[src/rtl/cflog_reader.sv]
`default_nettype none
// ============================================================================
//  Module      : cflog_reader
//  Description : Drains the CFLog memory on a flush request or ER exit. Sends
//                a header word followed by every logged word over a
//                valid/ready word stream, then pulses a clear to the log
//                monitor so logging restarts at slot 0.
//  Revision    : 1.0 - initial release
// ============================================================================
module cflog_reader #(
    parameter logic [15:0] LOG_SIZE = 16'h0080,
    parameter logic [15:0] LOG_BASE = 16'h0600
) (
    input  logic        clk,
    input  logic        puc_n,
    input  logic        flush,
    input  logic        er_done,
    input  logic [15:0] cflow_log_ptr,
    output logic        log_rd_en,
    output logic [15:0] log_rd_addr,
    input  logic [15:0] log_rd_data,
    output logic [15:0] tx_data,
    output logic        tx_valid,
    input  logic        tx_ready,
    output logic        tx_last,
    output logic        busy,
    output logic        log_clr,
    output logic        drain_done
);

    typedef enum logic [2:0] {
        S_IDLE  = 3'd0,
        S_HDR   = 3'd1,
        S_FETCH = 3'd2,
        S_CAPT  = 3'd3,
        S_SEND  = 3'd4,
        S_CLEAR = 3'd5
    } state_t;

    state_t      state_q, state_d;
    logic        trig_q;
    logic        pend_q, pend_d;
    logic        pcause_q, pcause_d;
    logic        ovf_q, ovf_d;
    logic        cause_q, cause_d;
    logic [15:0] count_q, count_d;
    logic [15:0] idx_q, idx_d;
    logic [15:0] data_q, data_d;

    logic w_trig;
    logic w_start;
    logic w_last;

    assign w_trig  = flush | er_done;
    assign w_start = w_trig & ~trig_q;
    // Last payload word of the drain; only meaningful in SEND where count > 0.
    assign w_last  = (idx_q == (count_q - 16'd1));

    // State and datapath registers; reset aborts any drain without a clear.
    always_ff @(posedge clk or negedge puc_n) begin
        if (!puc_n) begin
            state_q  <= S_IDLE;
            trig_q   <= 1'b0;
            pend_q   <= 1'b0;
            pcause_q <= 1'b0;
            ovf_q    <= 1'b0;
            cause_q  <= 1'b0;
            count_q  <= 16'd0;
            idx_q    <= 16'd0;
            data_q   <= 16'd0;
        end else begin
            state_q  <= state_d;
            trig_q   <= w_trig;
            pend_q   <= pend_d;
            pcause_q <= pcause_d;
            ovf_q    <= ovf_d;
            cause_q  <= cause_d;
            count_q  <= count_d;
            idx_q    <= idx_d;
            data_q   <= data_d;
        end
    end

    // Next-state and output decode for the drain sequencer.
    always_comb begin
        state_d     = state_q;
        pend_d      = pend_q;
        pcause_d    = pcause_q;
        ovf_d       = ovf_q;
        cause_d     = cause_q;
        count_d     = count_q;
        idx_d       = idx_q;
        data_d      = data_q;
        log_rd_en   = 1'b0;
        log_rd_addr = 16'd0;
        tx_data     = 16'd0;
        tx_valid    = 1'b0;
        tx_last     = 1'b0;
        log_clr     = 1'b0;
        drain_done  = 1'b0;
        busy        = (state_q != S_IDLE);

        // A start arriving mid-drain is remembered, with its cause, and
        // served once the current drain has returned to IDLE.
        if (w_start && (state_q != S_IDLE)) begin
            pend_d   = 1'b1;
            pcause_d = er_done;
        end

        case (state_q)
            S_IDLE: begin
                if (w_start || pend_q) begin
                    state_d = S_HDR;
                    pend_d  = 1'b0;
                    ovf_d   = (cflow_log_ptr > LOG_SIZE);
                    count_d = (cflow_log_ptr > LOG_SIZE) ? LOG_SIZE : cflow_log_ptr;
                    cause_d = w_start ? er_done : pcause_q;
                    idx_d   = 16'd0;
                end
            end
            S_HDR: begin
                tx_data  = {ovf_q, cause_q, count_q[13:0]};
                tx_valid = 1'b1;
                tx_last  = (count_q == 16'd0);
                if (tx_ready) begin
                    state_d = (count_q == 16'd0) ? S_CLEAR : S_FETCH;
                end
            end
            S_FETCH: begin
                log_rd_en   = 1'b1;
                log_rd_addr = LOG_BASE + {idx_q[14:0], 1'b0};
                state_d     = S_CAPT;
            end
            S_CAPT: begin
                data_d  = log_rd_data;
                state_d = S_SEND;
            end
            S_SEND: begin
                tx_data  = data_q;
                tx_valid = 1'b1;
                tx_last  = w_last;
                if (tx_ready) begin
                    idx_d   = idx_q + 16'd1;
                    state_d = w_last ? S_CLEAR : S_FETCH;
                end
            end
            S_CLEAR: begin
                log_clr    = 1'b1;
                drain_done = 1'b1;
                state_d    = S_IDLE;
            end
            default: begin
                state_d = S_IDLE;
            end
        endcase
    end

endmodule
`default_nettype wire
[config.mk]
export PLATFORM = sky130hd
export DESIGN_NAME = cflog_reader
export DESIGN_NICKNAME = d
export VERILOG_FILES = /design/src/rtl/cflog_reader.sv
export SDC_FILE = /design/constraint.sdc
export NUM_CORES = 1
export LEC_CHECK = 0
export CORE_MARGIN = 3
export CORE_UTILIZATION = 51
export DETAILED_ROUTE_END_ITERATION = 6
export PLACE_DENSITY = 0.92
export SYNTH_ARGS = -nofsm -noshare
export SYNTH_HDL_FRONTEND = slang
export SYNTH_SLANG_ARGS = --single-unit
[constraint.sdc]
create_clock -name clk -period 4.2 [get_ports clk]
set_input_delay 1.05 -clock clk [delete_from_list [all_inputs] [get_ports clk]]
set_output_delay 1.05 -clock clk [all_outputs]
set_load 0.03 [all_outputs]
Word-level counts from Yosys, hierarchy flattened
Index checks and enable logic that the tools add are counted.

Register bits: 56. Bits in latches: 0. Memory bits (writable): 0. Bits in read-only memories: 0. Input port bits: 37. Output and inout bits: 38. Logic and storage cells: 55. Memories kept: 0.

$add $sub $neg: 3. $mul: 0. Divide/modulo/power cells: 0. $lt $le $gt $ge: 1. Eq/ne operators: 9. Shift-type cells: 0. Multiplexer cells: 20. Bitwise logic cells: 3. Reduce and logical (&&, ||, !) cells: 10.

Operators by type and width (number): $mux W16 (4); $pmux W16 S2 (2); $add A11 B16 Y16 const A (1); $add A16 B1 Y16 const B (1); $eq A16 B16 Y1 (1); $gt A16 B8 Y1 const B (1); $logic_not A16 Y1 (1); $sub A16 B1 Y16 const B (1); $mux W3 (5); $pmux W3 S5 (1); $mux W1 (7); $eq A3 B2 Y1 const B (2); $eq A3 B3 Y1 const B (2); $ne A2 B2 Y1 const B (3); $reduce_and A3 Y1 (2); $eq A3 B1 Y1 const B (1); $logic_not A3 Y1 (1); $reduce_bool A3 Y1 (1); $pmux W1 S2 (1); $reduce_and A2 Y1 (1); $reduce_bool A2 Y1 (1); $reduce_or A2 Y1 (1); $and A1 B1 Y1 (1); $logic_and A1 B1 Y1 (1); other kinds (3) (3).

Longest topological paths before layout
Word-level depth: 6. Depth in mapped cells: 8. Gate-level depth less buffers: 8.

Worst setup path after synthesis
Ideal clock, no wire load.

Path kind: register to output. Start point: register count_q[0]. End point: output port tx_last. Arrival: 2.665 ns. Data required time: 3.150 ns. Path slack: 0.485 ns. Cell stages (with the launch flop): 9. Path buffers: 0. Path through: dfrtp_1 > inv_1 > ha_1 > or4b_4 > or4_1 > a21boi_1 > o22ai_1 > nor4b_4 > a22o_1.

Cells in the longest elaborated chain, start to end: 3. Elaborated cells on any way between the ends: 4. Classes of those cells: 1 x add/sub; 1 x eq/ne; 1 x mux; 1 x reduce/logical.

Ends and longest elaborated chain: start, declared (RTL line 46) `logic [15:0] count_q, count_d;`; start signal, assigned (RTL line 78) `count_q <= count_d;`; $sub A16 B1 Y16 (RTL line 57) `assign w_last = (idx_q == (count_q - 16'd1));`; $eq A16 B16 Y1 (RTL line 57); $pmux W1 S2 (*) (RTL line 110) `case (state_q)`; end, declared (RTL line 25) `output logic tx_last,`.

Every way passes the cells marked *; elsewhere a longest branch is shown, timed or not.

Worst setup path in the final report
Same ends and word-level chain as after synthesis.

==> key figures <==
Synth
  – Leading area contributor after synthesis: dfrtp_1
  – Yosys warnings: 0
  – Cell Area, Synth: 3360 µm²
  – #FFs+latches synth: 56
  – Distinct cell type count after synthesis: 53
  – Main synth FF type: dfrtp_1
  – Share of the synthesized area in compound gates (AO/OA/AOI/OAI): 14.5%
  – Yosys top cell area share: 41.7%
  – Post-synthesis mux area share: 5.69%
  – Synth Area in Simple Gates: 23.5%
  – Syn nets: 396
  – Mapped Cells: 355
  – Avg Cell Area, Syn: 9.47 µm²
  – Sequential element share of the synthesized area: 41.7%
  – Main area contributors after synthesis: dfrtp_1 (42%), a22o_1 (6.3%), mux2_2 (5.7%)
  – Xor/xnor share of the synthesized area: 8.86%
  – EDFF count, synth: 0
  – Largest family of logic cells by synthesized area: simple AND/OR/NAND/NOR gates
  – Adder-cell share of the synthesized area: 1.49%
  – Async S/R FF share, synth: 100%

CTS
  – CTS tree: yes
  – Hold_buf cts: 0
  – Max Buffers Root-to-Sink: 2
  – CTS clk-pin slew, worst paths: 100 ps
  – Clock sinks: 56
  – Clk_lat worst skew: 310 ps
  – CTS Buf Count: 5
  – Htree depth: 2
  – CTS root buffer: clkbuf_8

Worst setup path
  – WP data arrival: 3060 ps
  – Crit-path slowest cell: or4b_4
  – Req. time, crit path: 3150 ps
  – WS Path Type: reg -> out
  – Cell Chain, Critical Path: inv_1 > ha_4 > or4b_4 > or4_1 > a21boi_1 > o22ai_1 > nor4b_4 > a22o_1 > buf_4
  – Max incr delay on CP: 520 ps
  – Reg2reg setup slack: 1390 ps
  – Worst setup EP type: primary output
  – Worst r2r path cells: 10
  – Critical path launch point: count_q[0]
  – Startpoint types: flip-flop
  – Launching point of the worst reg2reg path: count_q[0]
  – RR Endpoint: state_q[2]
  – Worst-path maximum fanout: 9

Route
  – Via density: 6.08
  – Routed Antenna Nets: 0
  – DR pass1 iterations: 4
  – DRC viols: 0
  – DR iter-0 viols: 325
  – Drt total wl: 9050 µm
  – Via count: 2997
  – DR WL/cell: 18.4 µm

Power
  – P per Cell Area: 457 nW/µm²
  – Combinational Power Share: 44.2%
  – Internal power: 1180 µW
  – Max IR drop VDD: 0.410 mV
  – Leak Pwr: 0.00180 µW
  – Clock power share: 16.6%
  – Reg power frac: 39.1%
  – Total power: 1950 µW
  – Net switching power: 761 µW
  – Switching Fraction: 39.1%

Cells and area
  – Final nets: 459
  – Layout cells sized above 1: 11.0%
  – Diode count: 0
  – Design area: 4260 µm²
  – P&R area growth vs syn: 26.7%

Die
  – Initial core utilization: 54.5%
  – Site row count: 28
  – Core Footprint: 6170 µm²
  – Die area: 7600 µm²
  – Die Height: 87.2 µm
  – Die boundary width: 87.2 µm
  – IO Pins: 75

Hold path
  – Hold endpoint: cause_q
  – Min-Delay Path Class: reg -> reg
  – Hold path depth: 2
  – Critical hold path startpoint: cause_q

STA
  – Setup ws final: 85.5 ps
  – RSZ-0062 raised after global routing: no
  – Fmax: 0.243 GHz
  – Final hold violation count: 0
  – Least-Margin Pin Slew: 887 ps
  – Slew Limit Headroom: 40.9%
  – Final-report max-slew violation count: 0
  – # setup viols final: 0
  – Final period util: 98.0%
  – Skew final: 5.85 ps
  – Accumulated negative setup slack: 0 ps
  – Final Critical Period: 4110 ps

Placement
  – Placed cell areas: 4110 µm²
  – Post-Place Setup Slack: 195 ps
  – Port Buffer Count: 73
  – Post-detail-place hpwl: 6540 µm
  – Routability cong.: 0.906

Global routing
  – Vias in the first global route: 2981
  – First-pass GRT wire length: 14500 µm
  – Gr usage total: 24.4%
  – Initial antenna violation count: 0
  – Pin count of the biggest net entering global routing: 41
  – Met2 Use GR: 38.4%
  – Overflow after GRT: 0
  – Met1 usage: 32.9%
  – Grt met3 use: 5.49%
  – Gr busiest metal: met2

Run
  – # Max-Cap Violations: 0

Run status
  – Outcome: completed
-- Yosys cell counts, types with 5 or more instances --
library cell  count
a22o_1           24
o21ai_0          12
mux2_2           17
dfrtp_1          56
nor2_1           36
nand2_1          22
inv_1             5
nand4_1           5
and3_1            5
and2_1           19
nor3_1            7
nand2b_1          5
clkbuf_1         23
xnor2_1          16
xor2_1           18
or3_1             6
a21oi_1          10
nor4_1            9
nand3_1           6
-- sequential cells by signal, summed over array words and instances, names as in the netlist --
| name | cells |
|---|---|
| count_q | 16 |
| data_q | 16 |
| idx_q | 16 |
| state_q | 3 |
| cause_q | 1 |
| ovf_q | 1 |
| pcause_q | 1 |
| pend_q | 1 |
| trig_q | 1 |
-- through the flow --
step,utilization [%],hold WS [ps],std cells
3_5_place_dp,66.7,484,482
5_1_grt,69.1,524,493
3_3_place_gp,66.7,485,482
2_1_floorplan,-,439,355
4_1_cts,68.5,506,490
6_report,69.1,503,493
-- final cells by class --
type	instances	area [µm²]
fillers	453	1910
multi-input cells	266	1850
flip-flops and latches	56	1400
repair buffers	83	798
clock buffers	7	96.3
well taps	75	93.8
inverters	6	22.5
-- power by group through the flow --
| stage | registers (µW) | logic, µW | clock network, µW |
|---|---|---|---|
| after floorplan | 712 | 574 | 0 |
| after global placement | 762 | 829 | 0 |
| after detailed placement | 771 | 849 | 0 |
| after CTS | 760 | 856 | 322 |
| after global routing | 775 | 921 | 343 |
| final | 761 | 861 | 323 |
-- critical path, delay by kind of cell (launching register included) --
family	cells	cell delay (ps)
adders and majority gates	1	190
and+or+nand+nor	3	1340
AOI/OAI and AO/OA	3	480
DFF	1	440
buffers and inverters	2	290
-- routing by layer --
layer / vias to the layer above / share of wire, %
met1: 1463 / 42
li1: 1378 / -
met3: 19 / 8.4
met4: 0 / 2.2
met5: - / 0
met2: 137 / 48
-- cell families after synthesis --
| group | Yosys count |
|---|---|
| xor gates and xnor gates | 34 |
| adders and majority gates | 4 |
| buffers and inverters | 33 |
| DFF | 56 |
| AOI/OAI and AO/OA | 68 |
| and+or+nand+nor | 142 |
| other | 1 |
| muxes | 17 |
-- cell usage in the layout (no fill, tap or decap), types with 7 or more instances in the layout --
cell type,count
nand2_1,22
and2_1,19
mux2_2,17
clkdlybuf4s50_1,71
clkbuf_8,7
a21oi_1,10
dfrtp_1,55
nor2_1,36
xor2_1,18
o21ai_0,12
nor4_1,9
xnor2_1,16
a22o_1,24
nor3_1,7
buf_4,11
-- how the worst max path moves through the flow --
stage	slack, ps	cells past startpoint	to
floorplan	490	8	tx_last
finish	90	9	tx_last
CTS	30	9	tx_last
detailed placement	200	9	tx_last
global route	20	9	tx_last
global placement	350	9	tx_last
-- what timing repair did --
action                     CTS  global route
pin swaps                    1             3
gates resized for setup      2             2
setup endpoints to repair    1             1
buffers inserted             1             3
Note: power is estimated with default switching activity, not from simulation.
